$ cat config.mk
export PLATFORM = sky130hd
export DESIGN_NAME = gpio_irq
export DESIGN_NICKNAME = d
export VERILOG_FILES = /design/src/rtl/gpio_irq_pkg.sv /design/src/rtl/gpio_in_filt.sv /design/src/rtl/gpio_irq.sv
export SDC_FILE = /design/constraint.sdc
export NUM_CORES = 1
export LEC_CHECK = 0
export ABC_AREA = 1
export CORE_MARGIN = 8
export CORE_UTILIZATION = 64
export DETAILED_ROUTE_END_ITERATION = 10
export PLACE_DENSITY_LB_ADDON = 0.05
export SLEW_MARGIN = 20
export SYNTH_ARGS = -nofsm -noshare
export SYNTH_HDL_FRONTEND = slang
export SYNTH_HIERARCHICAL = 1
export SYNTH_SLANG_ARGS = --single-unit
$ cat constraint.sdc
create_clock -name clk -period 17.4 [get_ports clk]
set_input_delay 3.48 -clock clk [delete_from_list [all_inputs] [get_ports clk]]
set_output_delay 3.48 -clock clk [all_outputs]
set_load 0.005 [all_outputs]
$ cat src/rtl/gpio_irq_pkg.sv
// GPIO controller shared constants: register offsets,
// pin-mode encodings and the byte-lane mask helper.
package gpio_irq_pkg;

   localparam logic [7:0] GPIO_DIN   = 8'h00;
   localparam logic [7:0] GPIO_OPT   = 8'h04;
   localparam logic [7:0] GPIO_OEC   = 8'h08;
   localparam logic [7:0] GPIO_ODC   = 8'h0C;
   localparam logic [7:0] GPIO_IEN   = 8'h10;
   localparam logic [7:0] GPIO_ITYP  = 8'h14;
   localparam logic [7:0] GPIO_IPOL  = 8'h18;
   localparam logic [7:0] GPIO_IBOTH = 8'h1C;
   localparam logic [7:0] GPIO_IPEND = 8'h20;
   localparam logic [7:0] GPIO_DEBC  = 8'h24;
   localparam logic [7:0] GPIO_OSET  = 8'h28;
   localparam logic [7:0] GPIO_OCLR  = 8'h2C;

   // {OEC, ODC} per pin
   localparam logic [1:0] GPIO_MODE_IN    = 2'b00;
   localparam logic [1:0] GPIO_MODE_LATCH = 2'b01;
   localparam logic [1:0] GPIO_MODE_PP    = 2'b10;
   localparam logic [1:0] GPIO_MODE_OD    = 2'b11;

   function automatic logic [31:0] lane_mask(input logic [3:0] sel);
      return {{8{sel[3]}}, {8{sel[2]}}, {8{sel[1]}}, {8{sel[0]}}};
   endfunction

endpackage

$ cat src/rtl/gpio_in_filt.sv
// Input conditioning: multi-flop synchroniser, shared debounce
// tick counter and per-pin two-sample agreement filter.
module gpio_in_filt
   import gpio_irq_pkg::*;
#(
   parameter int GPIO_W      = 32,
   parameter int SYNC_STAGES = 2,
   parameter int DEB_W       = 16
) (
   input  logic              clk,
   input  logic              rst,
   input  logic [GPIO_W-1:0] i_pin,
   input  logic [DEB_W-1:0]  i_period,
   input  logic              i_clr,
   output logic [GPIO_W-1:0] o_filt
);

   logic [GPIO_W-1:0] r_sync [SYNC_STAGES];
   logic [DEB_W-1:0]  r_cnt;
   logic [GPIO_W-1:0] r_prev;
   logic [GPIO_W-1:0] r_filt;
   logic [GPIO_W-1:0] w_sync;
   logic [GPIO_W-1:0] w_eq;
   logic              w_deb_on;
   logic              w_tick;

   assign w_sync   = r_sync[SYNC_STAGES-1];
   assign w_deb_on = (i_period != '0);
   assign w_tick   = w_deb_on & (r_cnt == i_period - DEB_W'(1));
   assign w_eq     = ~(w_sync ^ r_prev);
   assign o_filt   = r_filt;

   // shift the asynchronous pad values through the synchroniser
   always_ff @(posedge clk or posedge rst) begin
      if (rst) begin
         for (int i = 0; i < SYNC_STAGES; i++) r_sync[i] <= '0;
      end else begin
         r_sync[0] <= i_pin;
         for (int i = 1; i < SYNC_STAGES; i++) r_sync[i] <= r_sync[i-1];
      end
   end

   // tick counter runs 0..N-1, idles at 0 when the filter is off
   always_ff @(posedge clk or posedge rst) begin
      if (rst)
         r_cnt <= '0;
      else if (i_clr || w_tick || !w_deb_on)
         r_cnt <= '0;
      else
         r_cnt <= r_cnt + DEB_W'(1);
   end

   // remember the sample taken at the previous tick
   always_ff @(posedge clk or posedge rst) begin
      if (rst)
         r_prev <= '0;
      else if (i_clr)
         r_prev <= '0;
      else if (w_tick)
         r_prev <= w_sync;
   end

   // accept a new value only when two consecutive ticks agree
   always_ff @(posedge clk or posedge rst) begin
      if (rst)
         r_filt <= '0;
      else if (!w_deb_on)
         r_filt <= w_sync;
      else if (w_tick && !i_clr)
         r_filt <= (w_sync & w_eq) | (r_filt & ~w_eq);
   end

endmodule

$ cat src/rtl/gpio_irq.sv
// GPIO controller top: register file, pin-mode decode,
// per-pin interrupt detection and registered read mux.
module gpio_irq
   import gpio_irq_pkg::*;
#(
   parameter int GPIO_W      = 32,
   parameter int SYNC_STAGES = 2,
   parameter int DEB_W       = 16
) (
   input  logic              clk,
   input  logic              rst,
   input  logic [7:0]        waddr_i,
   input  logic [31:0]       data_i,
   input  logic [3:0]        sel_i,
   input  logic              we_i,
   input  logic [7:0]        raddr_i,
   input  logic              rd_i,
   output logic [31:0]       data_o,
   output logic [GPIO_W-1:0] gpio_oe,
   output logic [GPIO_W-1:0] gpio_out,
   input  logic [GPIO_W-1:0] gpio_in,
   output logic              irq_o
);

   logic [GPIO_W-1:0] r_opt, r_oec, r_odc;
   logic [GPIO_W-1:0] r_ien, r_ityp, r_ipol, r_iboth;
   logic [GPIO_W-1:0] r_ipend, r_hold, r_fp;
   logic [DEB_W-1:0]  r_debc;
   logic [31:0]       r_data;

   logic [31:0]       w_bm, w_wd, w_rdata;
   logic [GPIO_W-1:0] w_bm_p, w_wd_p;
   logic [GPIO_W-1:0] w_filt, w_din, w_latch;
   logic [GPIO_W-1:0] w_oe, w_out;
   logic [GPIO_W-1:0] w_chg, w_match, w_edge, w_ev, w_clr;
   logic w_wr_opt, w_wr_oec, w_wr_odc, w_wr_ien;
   logic w_wr_ityp, w_wr_ipol, w_wr_iboth, w_wr_ipend;
   logic w_wr_debc, w_wr_oset, w_wr_oclr;

   assign w_bm   = lane_mask(sel_i);
   assign w_wd   = data_i & w_bm;
   assign w_bm_p = w_bm[GPIO_W-1:0];
   assign w_wd_p = w_wd[GPIO_W-1:0];

   assign w_wr_opt   = we_i && (waddr_i == GPIO_OPT);
   assign w_wr_oec   = we_i && (waddr_i == GPIO_OEC);
   assign w_wr_odc   = we_i && (waddr_i == GPIO_ODC);
   assign w_wr_ien   = we_i && (waddr_i == GPIO_IEN);
   assign w_wr_ityp  = we_i && (waddr_i == GPIO_ITYP);
   assign w_wr_ipol  = we_i && (waddr_i == GPIO_IPOL);
   assign w_wr_iboth = we_i && (waddr_i == GPIO_IBOTH);
   assign w_wr_ipend = we_i && (waddr_i == GPIO_IPEND);
   assign w_wr_debc  = we_i && (waddr_i == GPIO_DEBC);
   assign w_wr_oset  = we_i && (waddr_i == GPIO_OSET);
   assign w_wr_oclr  = we_i && (waddr_i == GPIO_OCLR);

   gpio_in_filt #(
      .GPIO_W      (GPIO_W),
      .SYNC_STAGES (SYNC_STAGES),
      .DEB_W       (DEB_W)
   ) u_filt (
      .clk      (clk),
      .rst      (rst),
      .i_pin    (gpio_in),
      .i_period (r_debc),
      .i_clr    (w_wr_debc),
      .o_filt   (w_filt)
   );

   // output register: lane write, atomic set, atomic clear
   always_ff @(posedge clk or posedge rst) begin
      if (rst)
         r_opt <= '0;
      else if (w_wr_opt)
         r_opt <= (r_opt & ~w_bm_p) | w_wd_p;
      else if (w_wr_oset)
         r_opt <= r_opt | w_wd_p;
      else if (w_wr_oclr)
         r_opt <= r_opt & ~w_wd_p;
   end

   // plain read-write configuration registers
   always_ff @(posedge clk or posedge rst) begin
      if (rst) begin
         r_oec   <= '0;
         r_odc   <= '0;
         r_ien   <= '0;
         r_ityp  <= '0;
         r_ipol  <= '0;
         r_iboth <= '0;
         r_debc  <= '0;
      end else begin
         if (w_wr_oec)   r_oec   <= (r_oec   & ~w_bm_p) | w_wd_p;
         if (w_wr_odc)   r_odc   <= (r_odc   & ~w_bm_p) | w_wd_p;
         if (w_wr_ien)   r_ien   <= (r_ien   & ~w_bm_p) | w_wd_p;
         if (w_wr_ityp)  r_ityp  <= (r_ityp  & ~w_bm_p) | w_wd_p;
         if (w_wr_ipol)  r_ipol  <= (r_ipol  & ~w_bm_p) | w_wd_p;
         if (w_wr_iboth) r_iboth <= (r_iboth & ~w_bm_p) | w_wd_p;
         if (w_wr_debc)
            r_debc <= (r_debc & ~w_bm[DEB_W-1:0]) | w_wd[DEB_W-1:0];
      end
   end

   // decode {OEC, ODC} into pad drive and input-latch select
   always_comb begin
      w_oe    = '0;
      w_out   = '0;
      w_latch = '0;
      for (int i = 0; i < GPIO_W; i++) begin
         case ({r_oec[i], r_odc[i]})
            GPIO_MODE_LATCH: w_latch[i] = 1'b1;
            GPIO_MODE_PP: begin
               w_oe[i]  = 1'b1;
               w_out[i] = r_opt[i];
            end
            GPIO_MODE_OD: w_oe[i] = ~r_opt[i];
            default: ;
         endcase
      end
   end

   assign gpio_oe  = w_oe;
   assign gpio_out = w_out;

   // latched pins read the value held at mode entry
   assign w_din = (w_latch & r_hold) | (~w_latch & w_filt);

   // r_hold tracks DIN so it freezes on entering latch mode;
   // r_fp is DIN delayed one cycle for edge detection
   always_ff @(posedge clk or posedge rst) begin
      if (rst) begin
         r_hold <= '0;
         r_fp   <= '0;
      end else begin
         r_hold <= w_din;
         r_fp   <= w_din;
      end
   end

   assign w_chg   = w_din ^ r_fp;
   assign w_match = ~(w_din ^ r_ipol);
   assign w_edge  = (r_iboth & w_chg) | (~r_iboth & w_chg & w_match);
   assign w_ev    = (r_ityp & w_edge) | (~r_ityp & w_match);
   assign w_clr   = w_wr_ipend ? w_wd_p : '0;

   // pending bits: enabled events set, W1C clears, set wins
   always_ff @(posedge clk or posedge rst) begin
      if (rst)
         r_ipend <= '0;
      else
         r_ipend <= (r_ipend & ~w_clr) | (w_ev & r_ien);
   end

   assign irq_o = |(r_ipend & r_ien);

   // read mux; write-only and unmapped offsets return zero
   always_comb begin
      w_rdata = '0;
      case (raddr_i)
         GPIO_DIN:   w_rdata = 32'(w_din);
         GPIO_OPT:   w_rdata = 32'(r_opt);
         GPIO_OEC:   w_rdata = 32'(r_oec);
         GPIO_ODC:   w_rdata = 32'(r_odc);
         GPIO_IEN:   w_rdata = 32'(r_ien);
         GPIO_ITYP:  w_rdata = 32'(r_ityp);
         GPIO_IPOL:  w_rdata = 32'(r_ipol);
         GPIO_IBOTH: w_rdata = 32'(r_iboth);
         GPIO_IPEND: w_rdata = 32'(r_ipend);
         GPIO_DEBC:  w_rdata = 32'(r_debc);
         default:    w_rdata = '0;
      endcase
   end

   // registered read data, held while no read is issued
   always_ff @(posedge clk or posedge rst) begin
      if (rst)
         r_data <= '0;
      else if (rd_i)
         r_data <= w_rdata;
   end

   assign data_o = r_data;

endmodule

### Word level (Yosys, flattened, before mapping)

Index checks and enable logic that the tools add are counted.

* add/subtract/negate cells: 2
* eq/ne operators: 118
* multiplexer cells: 106
* bitwise operators: 82
* reductions and logical operators: 21

Operators by type and width (number)
* 32-bit AND: 21
* 32-bit bitwise OR: 13
* 32-bit case mux with 10 select lines: 1
* 32-bit NOT: 9
* 32-bit two-way mux: 8
* 2-bit == test, second input constant: 64
* 32-bit bitwise XOR: 3
* 2-bit by 1-bit == test with 1-bit output, second input constant: 32
* 8-bit by 5-bit == test with 1-bit output, second input constant: 8
* 1-bit two-way mux: 64
* 1-bit case mux with 2 select lines: 32
* 8-bit by 6-bit == test with 1-bit output, second input constant: 6
* 8-bit by 4-bit == test with 1-bit output, second input constant: 4
* 1-bit NOT: 32
* 32-bit OR reduction: 1
* 16-bit by 1-bit adder with 16-bit output, second input constant: 1
* 16-bit AND: 1
* 16-bit == test: 1
* 8-bit by 3-bit == test with 1-bit output, second input constant: 2
* 16-bit two-way mux: 1
* 16-bit NOT: 1
* 16-bit bitwise OR: 1
* 16-bit nonzero test: 1
* 16-bit by 1-bit subtractor with 16-bit output, second input constant: 1
* 8 further kinds: 21

* register bits: 480
* input bits: 88
* output and inout port bits: 97
* word-level logic and storage cells: 345

### Logic depth before layout (Yosys ltp)

Gate-level depths: netlist of run 1.

* depth after elaboration: 13
* depth in mapped cells: 17
* gate-level depth less buffers: 16

### Modules after synthesis

The synthesis of run 1 kept the hierarchy.

By module, submodules not included
* gpio_irq: instances 1, cells an instance 2391, area an instance 17406.7 um^2, sequential area each 8408.1 um^2
* gpio_in_filt: instances 1, cells an instance 732, area an instance 6297.3 um^2, sequential area each 3603.5 um^2

### Least setup slack after synthesis of run 1

OpenSTA, ideal clock, no wires.

* path type: input to register
* start point: in waddr_i[7]
* end point: reg with a tool-made name
* setup time: 0.116 ns
* arrival time: 4.643 ns
* data required time: 17.284 ns
* slack: 12.641 ns
* stages: 9
* buffers on the path: 1
* cells stage by stage: nor2_1 > inv_2 > nor4_2 > inv_1 > nand3_2 > nand2_4 > buf_4 > nand2_1 > nand2_1

RTL lines
* start, declared: RTL line gpio_irq.sv:12 `input logic [7:0] waddr_i,`

==> results.ini, run 1 <==
[outcome]
status = completed

[critical_path]
critPathCaptureType = flip-flop
worstSetupPathType = primary input to flip-flop
cp.arrival_ns = 6.55
cp-start-kind = primary input
cp_max_fo = 64
required_ns = 17.93

[logic_synthesis]
syn-num-nets = 3214
ys.flop_type = dfrtp_1
synth_cell_types = 36
synth_area_sq_um = 23700
ys_seq_elements = 480
synth.top_cell.area_share_pct = 50.7
avgSynthCellArea_sq_um = 7.59
ys_seq_area_share_pct = 50.7
synth_top_area_cell = dfrtp_1
synth_cells = 3123
ys.warnings.count = 6
synth_async_sr_flop_share_pct = 100
synth_edf_count = 0
synth_area_leaders = dfrtp_1 51%, nand2_1 17%, nand3_1 8.3%

[die]
core-area_sq_um = 36500
die_h_microns = 208
initial_core_util_pct = 64.9
die-area_sq_um = 43500
die_w_microns = 208
ioPinCount = 185
rows = 70

[pwr]
powerDensity_nw_per_um2 = 101
ir_drop_v = 0.0000899
p_leak_nw = 13.5
total_power_mw = 2.77

[routing]
wl_microns = 72900
dr.pass1.iters = 6
wl_per_cell_microns = 19.4
first_iter_violations = 2223
viasPerCell = 5.93
drc = 0
ant_nets = 0
vias = 22300

[cts]
cts-buffers-inserted = 50
cts_repair_resize_count = 0
cts.clk_slew.worst_paths_ns = 0.06
cts.sinks = 480
clockRootBuffer = clkbuf_16
cts_tree = yes
ctsHoldBuffers = 0
cts_max_level = 2
clk_latency_ns = 0.60
post_cts_buffers = 0
cts_buffer_depth = 3

[global_route]
grt-ovfl-total = 0
track_usage_pct = 33.2
grt_pass1_wl_microns = 115000
antenna_found_initial = 2
grt_max_degree = 120
grt_pass1_vias = 21700

[placement]
gp_congestion = 0.920
portBuffers = 184
placed_cells_incl_taps = 3670
place_hpwl_microns = 46800

[final_layout]
layout-drive-gt1-share_pct = 4.61
final_cells = 3763
n_fill_cell = 2738
final_util_pct = 75.3
area_growth_pct = 16.1
nets = 3345

[sta]
max_freq_mhz = 166
finalHoldViolCount = 0
worst_pin_slew_ns = 1.21
setup_tns_ns = 0
holdWs_ns = 0.342
slew_headroom_pct = 19.4
skew_ns = 0.0163
finalCriticalPeriod_ns = 6.03
setup_viol = 0
drv_slew = 0
rsz0062_at_grt = false
fin_crit_sh_pct = 34.6

[worst_hold_path]
hp-class = flip-flop to flip-flop

[run]
drv_cap = 0

==> critical path, stage by stage <==
cell and delay [ns]:
clkdlybuf4s50_1 0.41, nor2_1 0.20, inv_2 0.11, nor4_2 0.57
inv_1 0.19, nand3_2 0.62, nand2_4 0.59, nand2_1 0.21
nand2_1 0.08, nand2_1 0.06
==> report_power, final <==
group	switching [mW]	leakage, nW	internal (mW)
combinational	0.239	6.36	0.116
clock	0.450	0.849	0.673
sequential	0.0960	6.24	1.20
==> routing by layer <==
metal	part of all wire [%]	GRT usage [%]
met1	39	43.3
met2	44	50.4
met3	12	8.81
met4	5.1	17.4
met5	0.014	0
==> placed cells by master, fill, tap and decap left out, types with 8 or more instances in the layout <==
master / n
a21oi_1: 104
buf_4: 16
clkbuf_1: 11
clkbuf_16: 51
clkbuf_8: 11
clkdlybuf4s50_1: 184
clkinv_2: 10
dfrtp_1: 480
inv_1: 244
nand2_1: 1077
nand3_1: 391
nand4_1: 13
nor2_1: 197
nor2_4: 8
nor3b_1: 21
o211ai_1: 15
o21ai_0: 305
o22ai_1: 32
or2_2: 20
xor2_1: 37
==> final timing paths <==
check / from / end / slack, ns / depth (start not counted)
worst max-delay path: waddr_i[7] / flip-flop / 11.37 / 10
worst min-delay path: u_filt/r_sync[45] / u_filt/w_sync[13] / 0.34 / 0
worst min register to register: u_filt/r_sync[45] / u_filt/w_sync[13] / 0.34 / 0
min in group asynchronous: rst / u_filt/w_sync[24] / 3.56 / 2
worst max register to register: flip-flop / flip-flop / 13.42 / 14
max in group asynchronous: rst / r_ipend[0] / 12.23 / 3
==> logic make-up (layout without fill, tap and decap cells) <==
logic type / after synthesis / in the layout / share of synthesized area (%)
other cells: 0 / 1 / 0
xor+xnor: 44 / 44 / 1.63
compound gates: 465 / 465 / 10.2
buf+inv: 373 / 544 / 6.23
fa+ha+maj: 3 / 3 / 0.158
flops: 480 / 480 / 50.7
simple gates: 1758 / 1758 / 31.1
==> area by class of cell <==
type	instances	area [sq um]	share of cell area, %
Multi-Input combinational cell	2270	10300	37.3
Timing Repair Buffer	200	1960	7.13
Clock buffer	73	1470	5.34
Antenna cell	1	2.50	0.00909
Sequential cell	480	12000	43.7
Inverter	252	958	3.48
Tap cell	468	586	2.13
Clock inverter	19	254	0.923
==> cells in the mapped netlist (6+ instances only) <==
library cell,n
nor3b_1,21
buf_2,31
o21ai_0,305
xor2_1,37
nor2_2,6
a21oi_1,104
inv_1,247
o21ai_1,7
nand4_1,13
nand2_1,1078
nor2_1,204
o211ai_1,15
or2_2,20
clkbuf_1,78
dfrtp_1,480
xnor2_1,7
nand3_1,391
o22ai_1,32
==> stage by stage <==
stage                     area (sq um)  setup slack (ns)
final                            27500             11.37
after global routing             27500             11.11
after CTS                        27500             11.49
after detailed placement         25800             10.89
after global placement           25800             10.98
after floorplan                  23700              4.61
Power figures use the tool's default switching activity.
==> run 2: changes to the inputs <==
--- a/config.mk
+++ b/config.mk
@@ -7,7 +7,7 @@
 export LEC_CHECK = 0
 export ABC_AREA = 1
 export CORE_MARGIN = 8
-export CORE_UTILIZATION = 64
+export CORE_UTILIZATION = 53
 export DETAILED_ROUTE_END_ITERATION = 10
 export PLACE_DENSITY_LB_ADDON = 0.05
 export SLEW_MARGIN = 20
==> constraint.sdc (replaced) <==
create_clock -name clk -period 4.9 [get_ports clk]
set_input_delay 0.98 -clock clk [delete_from_list [all_inputs] [get_ports clk]]
set_output_delay 0.98 -clock clk [all_outputs]
set_load 0.005 [all_outputs]
==> run 2 against run 1 <==
  * Clock skew up 0.0070 ns
  * Die area up 19%
  * Sequential power rose to 3.5 times the previous value
  * Core utilization down 12 points
  * Final area up 1.8%
  * First-iteration DRC count up 4.2%
  * Via count down 1.2%
  * Final cell count up 4.0%
  * Sequential share of layout area down 0.76 points
  * Power rose to 3.6 times the previous value
  * Clock-buffer cell count down 7
  * Critical path type is now flip-flop to output port
==> results.ini, run 2 (synthesized netlist as in run 1, its figures left out) <==
[outcome]
status = completed

[final_layout]
nets = 3370  ; +0.75%
multi_input_area_sq_um = 10300  ; unchanged
layout_commonest_cell = nand2_1
final_cells = 3913  ; +4.0%
n_fill_cell = 3850  ; +41%
area_growth_pct = 18.1
seqCellArea_sq_um = 12000  ; unchanged
layout.cells.most_common_list = 1077 x nand2_1, 480 x dfrtp_1, 391 x nand3_1, 305 x o21ai_0, 245 x inv_1
final_util_pct = 63.3  ; -12 points
layout-drive-gt1-share_pct = 5.57  ; +0.96 points
antenna_cells = 0  ; -1

[sta]
worst_pin_slew_ns = 1.04  ; -0.170 ns
slew_headroom_pct = 30.8  ; +11 points
fin_crit_sh_pct = 68.3
rsz0062_at_grt = false
skew_ns = 0.0232  ; +0.00697 ns
finalHoldViolCount = 0  ; unchanged
setup_viol = 0  ; unchanged
fin_ws_ns = 1.55  ; -9.82 ns
drv_slew = 0  ; unchanged
finalCriticalPeriod_ns = 3.35
max_freq_mhz = 299

[critical_path]
cp_max_fo = 4  ; -94%
ff2ff_path_depth = 16  ; +2
crit_end = irq_o
worstSetupPathType = flip-flop to output port
cp.arrival_ns = 2.37  ; -4.18 ns
required_ns = 3.92  ; -14.01 ns
cp-start-kind = flip-flop
reg2reg_setup_slack_ns = 1.80  ; -11.62 ns
critPathCaptureType = output port

[cts]
cts_max_level = 2  ; unchanged
cts.sinks = 480  ; unchanged
cts_buffer_depth = 3  ; unchanged
post_cts_buffers = 0  ; unchanged
cts_repair_resize_count = 0  ; unchanged
clockRootBuffer = clkbuf_16
cts_tree = yes
cts-buffers-inserted = 52  ; +4.0%
cts.clk_slew.worst_paths_ns = 0.06  ; about the same
clk_latency_ns = 0.61  ; about the same
ctsHoldBuffers = 0  ; unchanged

[routing]
vias = 22000  ; -1.2%
wl_per_cell_microns = 19.0  ; -1.9%
drc = 0  ; unchanged
ant_nets = 0  ; unchanged
first_iter_violations = 2316  ; +4.2%
wl_microns = 74300  ; +2.0%
viasPerCell = 5.63  ; -5.0%
dr.pass1.iters = 6  ; unchanged

[die]
ioPinCount = 185  ; unchanged
die_w_microns = 227  ; +9.1%
initial_core_util_pct = 53.6  ; -11 points
core-area_sq_um = 44200  ; +21%
rows = 77  ; +10%
die_h_microns = 227  ; +9.1%
die-area_sq_um = 51700  ; +19%

[pwr]
p_leak_nw = 13.6  ; +1.3%
total_power_mw = 10.1  ; +260%
ir_drop_v = 0.000359  ; +300%
powerDensity_nw_per_um2 = 359  ; +260%

[worst_hold_path]
hp-class = flip-flop to flip-flop

[global_route]
grt_pass1_vias = 20900  ; -3.9%
grt_pass1_wl_microns = 116000  ; +0.64%
track_usage_pct = 28.7  ; -4.4 points
grt_max_degree = 116  ; -3.3%
antenna_found_initial = 1  ; -1
grt-ovfl-total = 0  ; unchanged

[placement]
placed_cells_incl_taps = 3817  ; +4.0%
place_hpwl_microns = 49500  ; +5.6%
gp_congestion = 0.896  ; -2.6%
portBuffers = 184  ; unchanged
dp_slack_ns = 1.29  ; -9.60 ns

[run]
drv_cap = 0  ; unchanged

[run 2: changes by cell type in the layout (fill, tap and decap cells not counted), sizes merged]
| cell | previous run | this run |
|---|---|---|
| clkinv | 11 | 17 |
| clkinvlp | 2 | 5 |
| diode | 1 | 0 |
| bufinv | 6 | 8 |
| clkbuf | 73 | 66 |
| buf | 16 | 39 |
[run 2: worst min-delay path by stage]
stage / end / start / depth (start not counted)
final: u_filt/w_sync[16] / u_filt/r_sync[48] / 0
after global routing: u_filt/w_sync[2] / u_filt/r_sync[34] / 0
after CTS: u_filt/w_sync[5] / u_filt/r_sync[37] / 0
after detailed placement: u_filt/w_sync[5] / u_filt/r_sync[37] / 0
after global placement: u_filt/w_sync[16] / u_filt/r_sync[48] / 0
after floorplan: u_filt/w_sync[0] / u_filt/r_sync[32] / 0
[run 2: through the flow]
stage / hold WS (ns) / area [sq um] / setup TNS (ns)
floorplan: 0.331 / 23700 / -191.72
global placement: 0.333 / 26200 / 0
detailed placement: 0.335 / 26200 / 0
CTS: 0.348 / 28000 / 0
global route: 0.353 / 28000 / 0
finish: 0.346 / 28000 / 0
[run 2: cell type report]
type | count | area share (%)
clock buffers | 66 | 5.23
clock inverters | 30 | 1.31
inverters | 252 | 3.42
multi-input cells | 2270 | 36.7
flip-flops and latches | 480 | 42.9
well taps | 592 | 2.65
repair buffers | 223 | 7.80
[run 2: worst max-delay path, cell delays in order (launching register included)]
cell and delay (ns):
dfrtp_1 0.42, nand2_1 0.21, nand4_1 0.22, nor2_1 0.23
nand4_1 0.19, clkdlybuf4s50_1 0.49
[run 2: report_power, final]
group / total [mW] / internal [mW] / switching (mW)
clock network: 4.19 / 2.53 / 1.66
logic: 1.27 / 0.423 / 0.843
registers: 4.61 / 4.26 / 0.347
[run 2: routing by layer]
| metal | wire [microns] | vias up | part of all wire (%) | track usage (%) |
|---|---|---|---|---|
| met3 | 7150 | 161 | 9.6 | 5.44 |
| li1 | - | 10400 | - | - |
| met1 | 32500 | 10400 | 44 | 41.1 |
| met5 | 0 | - | 0 | 0 |
| met4 | 2580 | 0 | 3.5 | 11.3 |
| met2 | 32100 | 1012 | 43 | 42.9 |
